==> src/rtl/bram_master_pkg.sv <==
// Shared state encoding and sizing helper for the BRAM initiator.
package bram_master_pkg;

  localparam logic [1:0] ST_IDLE = 2'd0;
  localparam logic [1:0] ST_RSP  = 2'd1;
  localparam logic [1:0] ST_FILL = 2'd2;

  function automatic int unsigned depth_of(input int unsigned aw);
    return 32'd1 << aw;
  endfunction

endpackage

==> src/rtl/bram_master.sv <==
// Initiator for a single-port BRAM: request/response streams
// plus a constant-value bulk fill engine.
import bram_master_pkg::*;

module bram_master #(
  parameter int DATA_WIDTH = 8,
  parameter int ADDR_WIDTH = 4
) (
  input  logic                  clk,
  input  logic                  rst,
  input  logic                  req_valid,
  output logic                  req_ready,
  input  logic                  req_write,
  input  logic [ADDR_WIDTH-1:0] req_addr,
  input  logic [DATA_WIDTH-1:0] req_wdata,
  output logic                  rsp_valid,
  input  logic                  rsp_ready,
  output logic [DATA_WIDTH-1:0] rsp_rdata,
  output logic [ADDR_WIDTH-1:0] rsp_addr,
  input  logic                  fill_start,
  input  logic [DATA_WIDTH-1:0] fill_value,
  output logic                  fill_busy,
  output logic                  fill_done,
  output logic                  mem_we,
  output logic                  mem_re,
  output logic [ADDR_WIDTH-1:0] mem_addr,
  output logic [DATA_WIDTH-1:0] mem_wdata,
  input  logic [DATA_WIDTH-1:0] mem_rdata
);

  localparam int unsigned DEPTH = depth_of(ADDR_WIDTH);
  localparam logic [ADDR_WIDTH-1:0] LAST = ADDR_WIDTH'(DEPTH - 1);

  logic [1:0]            state;
  logic [ADDR_WIDTH-1:0] fill_cnt;
  logic [DATA_WIDTH-1:0] fill_val;
  logic                  in_idle;
  logic                  in_rsp;
  logic                  in_fill;
  logic                  fire;
  logic                  rd_fire;

  assign in_idle = (state == ST_IDLE);
  assign in_rsp  = (state == ST_RSP);
  assign in_fill = (state == ST_FILL);

  // fill_start outranks a same-cycle request while idle
  assign req_ready = !rst &&
                     ((in_idle && !fill_start) ||
                      (in_rsp && rsp_ready));
  assign fire    = req_valid && req_ready;
  assign rd_fire = fire && !req_write;

  assign mem_we    = !rst && (in_fill || (fire && req_write));
  assign mem_re    = rd_fire;
  assign mem_addr  = in_fill ? fill_cnt : req_addr;
  assign mem_wdata = in_fill ? fill_val : req_wdata;

  // BRAM output is stable while holding: no read issues in RSP
  assign rsp_valid = in_rsp;
  assign rsp_rdata = mem_rdata;
  assign fill_busy = in_fill;

  always_ff @(posedge clk or posedge rst) begin
    if (rst) begin
      state     <= ST_IDLE;
      rsp_addr  <= '0;
      fill_cnt  <= '0;
      fill_val  <= '0;
      fill_done <= 1'b0;
    end else begin
      fill_done <= 1'b0;
      case (state)
        ST_IDLE: begin
          if (fill_start) begin
            state    <= ST_FILL;
            fill_val <= fill_value;
            fill_cnt <= '0;
          end else if (rd_fire) begin
            state    <= ST_RSP;
            rsp_addr <= req_addr;
          end
        end
        ST_RSP: begin
          if (rd_fire) begin
            rsp_addr <= req_addr;
          end else if (rsp_ready) begin
            state <= ST_IDLE;
          end
        end
        ST_FILL: begin
          fill_cnt <= fill_cnt + ADDR_WIDTH'(1);
          if (fill_cnt == LAST) begin
            state     <= ST_IDLE;
            fill_done <= 1'b1;
          end
        end
        default: state <= ST_IDLE;
      endcase
    end
  end

endmodule

==> config.mk <==
export PLATFORM = sky130hd
export DESIGN_NAME = bram_master
export DESIGN_NICKNAME = d
export VERILOG_FILES = /design/src/rtl/bram_master_pkg.sv /design/src/rtl/bram_master.sv
export SDC_FILE = /design/constraint.sdc
export NUM_CORES = 1
export LEC_CHECK = 0
export ABC_AREA = 0
export CAP_MARGIN = 20
export CORE_AREA = 2 2 51 53
export DETAILED_ROUTE_END_ITERATION = 8
export DIE_AREA = 0 0 53 55
export DONT_BUFFER_PORTS = 1
export PLACE_DENSITY = 0.58
export SYNTH_ARGS = -nofsm -noshare
export SYNTH_HDL_FRONTEND = slang
export SYNTH_SLANG_ARGS = --single-unit
==> constraint.sdc <==
create_clock -name clk -period 1.35 [get_ports clk]
set_input_delay 0.135 -clock clk [delete_from_list [all_inputs] [get_ports clk]]
set_output_delay 0.135 -clock clk [all_outputs]
set_load 0.01 [all_outputs]
# Word-level counts from Yosys, hierarchy flattened
# Index checks and enable logic that the tools add are counted.
[op_classes]
addsub = 1
n_eq_ne = 9
mux = 15
n_reduce_logical = 19
[op_table]
columns = ["cell", "count"]
rows = [
  ["$mux 4", 4],
  ["$pmux 4 s2", 2],
  ["$mux 2", 5],
  ["$mux 8", 1],
  ["$ne 2x2->1 const B", 4],
  ["$logic_and 1x1->1", 7],
  ["$pmux 2 s3", 1],
  ["$reduce_and 2->1", 3],
  ["$add 4x1->4 const B", 1],
  ["$eq 4x4->1 const B", 1],
  ["$reduce_and 4->1", 1],
  ["$reduce_bool 2->1", 2],
  ["$logic_not 1->1", 3],
  ["$ne 3x3->1 const B", 1],
  ["$eq 2x1->1 const B", 1],
  ["$eq 2x2->1 const B", 1],
  ["$logic_not 2->1", 1],
  ["$logic_or 1x1->1", 2],
  ["$mux 1", 2],
  ["$ne 2x1->1 const B", 1],
]
[word_totals]
reg_bits = 19
inputBits = 34
output_inout_bits = 30

# Depth between registers and ports, before layout
[depth]
ltp_word = 9
ltp_mapped = 6
ltp_nobuf = 4

# Least setup slack after synthesis
# No wires, ideal clock.
[synth_path]
path_type = "reg2reg"
startpoint = "reg state[1]"
endpoint = "reg fill_val[0]"
setup_ns = 0.125
arrival_time_ns = 1.302
path_slack_ns = -0.077
stages_incl_launch_ff = 5
n_path_buf = 2
period_less_slack_ns = 1.427
cell_sequence = "dfrtp_1 > or3b_1 > buf_2 > buf_6 > mux2_4"
[synth_via]
elab_chain_cells = 2
[synth_rtl]
columns = ["element", "line_no", "text"]
rows = [
  ["start: declaration", "bram_master.sv:34", "logic [1:0] state;"],
  ["start signal: assignment", "bram_master.sv:66", "state <= ST_IDLE;"],
  ["start signal: assignment", "bram_master.sv:76", "state <= ST_FILL;"],
  ["start signal: assignment", "bram_master.sv:80", "state <= ST_RSP;"],
  ["$logic_not 2->1", "bram_master.sv:73", "case (state)"],
  ["$reduce_and 2->1 (no line)", "n/a", ""],
  ["end signal: assignment", "bram_master.sv:77", "fill_val <= fill_value;"],
  ["end: declaration", "bram_master.sv:36", "logic [DATA_WIDTH-1:0] fill_val;"],
]
# Every way passes these cells.
# A chain may end at the register's enable or synchronous reset.

# Worst setup path after layout
[layout_path]
startpoint = "reg state[0]"
endpoint = "out mem_wdata[4]"
[layout_via]
elab_chain_cells = 2
[layout_rtl]
columns = ["element", "line_no", "text"]
rows = [
  ["$eq 2x2->1", "bram_master.sv:45", "assign in_fill = (state == ST_FILL);"],
  ["$mux 8", "bram_master.sv:57", "assign mem_wdata = in_fill ? fill_val : req_wdata;"],
  ["end: declaration", "bram_master.sv:27", "output logic [DATA_WIDTH-1:0] mem_wdata,"],
]
# Every way passes these cells.

==> metrics.md <==
| Metric | Value |
|---|---|
| Fraction of final layout cells with drive strength greater than 1 | 38.8% |
| Critical path data arrival time | 1360 ps |
| Share of the clock period used by the worst path | 110% |
| Adder-cell share of the synthesized area | 1.21% |
| Utilization of the core after routing | 55.8% |
| Clock tree buffer depth | 2 |
| Most common library cell in the layout ignoring fill and taps | sky130_fd_sc_hd__nand2_1 |
| CTS tree | done |
| Remaining Overflow, GRT | 0 |
| Worst IR Drop VDD | 1.14 mV |
| Met2 wire length | 1170 um |
| Number of clock sinks seen by CTS | 19 |
| Vias in the first global route | 807 |
| Aggregate global-route resource usage | 16.1% |
| Via-per-instance ratio | 5.11 |
| Portion of netlist area occupied by mux cells | 15.9% |
| Xor and xnor fraction of the mapped netlist area | 0% |
| Number of ports placed on the die boundary | 64 |
| Number of inserted filler cells in the final layout | 220 |
| Compound-gate portion of the synthesized area | 3.63% |
| Sum of negative setup slack | -2640 ps |
| Setup repair after global routing missed its margin | true |
| Total Routed Length | 2110 um |
| Top Metal Used | met4 |
| Transition time at the pin with the least slew margin | 240 ps |
| Fraction of power consumed by the clock network | 10.0% |
| Number of detailed-route iterations in the first pass | 3 |
| Number of hold-slack violations in the final timing report | 0 |
| Total clock buffers created by CTS | 3 |
| Switching share of power | 41.1% |
| Synthesized netlist net count | 146 |
| Reg area | 475 um^2 |
| Antenna-violating nets left | 0 |
| Count of max-cap constraint violations | 0 |
| Launching point of the worst reg2reg path | state[1] |
| Pin count of the biggest net entering global routing | 20 |
| Internal portion of total power | 0.00164 W |
| Peak fanout along the critical path | 7 |
| Number of nets in the layout | 165 |
| Share of synthesized cell area in and, or, nand and nor gates | 23.5% |
| Die outline area | 2920 um^2 |
| Endpoint class of the critical path | primary output |
| Placer's final routability congestion estimate | 0.653 |
| Number of warnings issued by yosys | 0 |
| Y dimension of the die | 55 um |
| Wire length on met3 | 124 um |
| Core Rows | 18 |
| Post-Route Hold Slack | 37.3 ps |
| CTS root buffer | sky130_fd_sc_hd__clkbuf_4 |
| Core outline area | 2360 um^2 |
| Switching Power | 0.00114 W |
| Tightest slew margin relative to the limit | 84.0% |
| Final worst path period need | 1490 ps |
| Beginning of the worst hold path | rsp_ready |
| Critical path startpoint category | flop |
| 1st-iter DRT viols | 11 |
| Hold crit path type | in2reg |
| Largest family of logic cells by synthesized area | simple AND/OR/NAND/NOR gates |
| Clk pin slew, worst setup/hold paths | 100 ps |
| Wire length of the first global-routing pass | 3390 um |
| Summed instance area of the synthesized netlist | 1030 um^2 |
| Leakage power | 0.665 nW |
| Fraction of power consumed by sequential logic | 37.5% |
| Setup WS post-layout | -141 ps |
| Routed length per instance | 13.3 um |
| Final worst clock skew | 2.38 ps |
| Die boundary width | 53 um |
| Placement Setup Slack | -35.0 ps |
| Kind of critical path | reg2out |
| Starting utilization of the core area | 43.7% |
| Max-slew violation count | 0 |
| Wire length on met1 | 792 um |
| Setup crit start | state[0] |
| Seq cells post-synth | 19 |
| HPWL Detailed | 1480 um |
| Total power of the final layout | 0.00278 W |
| Number of library cell types mapped by synthesis | 25 |
| Highest clock rate | 0.671 GHz |
| Multi-input gate area in the final layout | 513 um^2 |
| Highest-count cells in the layout ignoring fill and taps | 28 x sky130_fd_sc_hd__nand2_1, 19 x sky130_fd_sc_hd__dfrtp_1, 14 x sky130_fd_sc_hd__nand2_2, 13 x sky130_fd_sc_hd__dlygate4sd3_1, 9 x sky130_fd_sc_hd__buf_4 |
| Clk_lat worst skew | 290 ps |
| Residual DRC | 0 |
| Sequential-to-total area share from yosys stat | 46.0% |
| Routed vias | 813 |
| Power share of the combinational group | 52.5% |
| H-tree lvl count | 1 |
| Average cell area after synthesis | 9.31 um^2 |
| Number of I/O port buffers | 0 |
| Antenna Diode Count | 0 |
| Required time reported for the critical path endpoint | 1220 ps |
| Area added between synthesis and finish | 27.7% |
| Synthesized instance count | 111 |
| Final setup violating endpoints | 24 |
| Status | finished with violations |
| Ratio of total power to cell area | 2110 nW/um^2 |
| Number of antenna violations at the first check in global routing | 0 |
| Failing checks | negative setup slack |
## power by group through the flow
| stage | Sequential, W | Combinational (W) | Clock, W |
|---|---|---|---|
| after global placement | 0.00105 | 0.00117 | 0 |
| after global routing | 0.00108 | 0.00162 | 0.000312 |
| after floorplan | 0.000996 | 0.00103 | 0 |
| after CTS | 0.00104 | 0.00145 | 0.000295 |
| final | 0.00104 | 0.00146 | 0.000278 |
| after detailed placement | 0.00105 | 0.00120 | 0 |
## cells by family after synthesis
logic type | count (synthesis)
AO/OA/AOI/OAI | 6
AND/OR/NAND/NOR | 56
flip-flops | 19
multiplexers | 13
adder cells (fa/ha/maj) | 1
buffers and inverters | 16
## sequential cells by signal, indices dropped and copies added (netlist names)
name       flops
fill_val       8
fill_done      1
fill_cnt       4
state          2
rsp_addr       4
## cells in the mapped netlist (all sizes together)
cell type	n	area (um^2)
nand2	42	158
dfrtp	19	475
buf	12	86.3
mux2	12	154
a21oi	3	15.0
inv	3	11.3
nand3	3	15.0
nand2b	2	12.5
nand4	2	12.5
nor2	2	7.51
a32o	1	10.0
and2b	1	8.76
and3	1	6.26
clkbuf	1	3.75
ha	1	12.5
mux2i	1	10.0
nor2b	1	6.26
o21a	1	7.51
o21ai	1	5.00
or2b	1	7.51
or3b	1	8.76
## routing by layer
layer	global-route usage, %	up-vias
met5	0	-
met4	6.41	0
met3	2.96	4
met2	30.4	29
met1	17.8	394
li1	-	386
## per-stage QoR
step / std cells / area [um^2]
floorplan: 111 / 1050
global placement: 138 / 1060
detailed placement: 138 / 1060
CTS: 158 / 1310
global route: 159 / 1320
finish: 159 / 1320
## critical path: stages, from the launching register on
cell	delay, ps
sky130_fd_sc_hd__dfrtp_1	410
sky130_fd_sc_hd__or2b_1	270
sky130_fd_sc_hd__inv_2	100
sky130_fd_sc_hd__buf_6	140
sky130_fd_sc_hd__nand2_1	70
sky130_fd_sc_hd__nand2_2	80
## path summary, 6_finish.rpt
kind | to | slack (ps) | cells past startpoint
worst max-delay path | mem_wdata[4] | -140 | 5
worst min-delay path | state[0] | 40 | 2
worst max register to register | fill_val[2] | -110 | 4
worst min register to register | fill_val[5] | 520 | 1
max in group asynchronous | fill_cnt[0] | 830 | 3
min in group asynchronous | fill_val[5] | 330 | 3
## timing repair
item | 4_1_cts | 5_1_grt
setup buffers | 3 | 1
pin swaps | 1 | 3
endpoints found under the setup margin | 27 | 29
hold buffers | 13 | 0
endpoints found under the hold margin | 31 | 0
resized for setup | 25 | 1
## final cells by class
| cell class | instances | share of cell area [%] |
|---|---|---|
| clock buffers | 4 | 1.99 |
| inverters | 3 | 1.04 |
| multi-input cells | 76 | 38.9 |
| flip-flops and latches | 19 | 36.0 |
| well taps | 30 | 2.84 |
| repair buffers | 27 | 19.2 |
No activity file was read; power rests on OpenSTA's default activity.
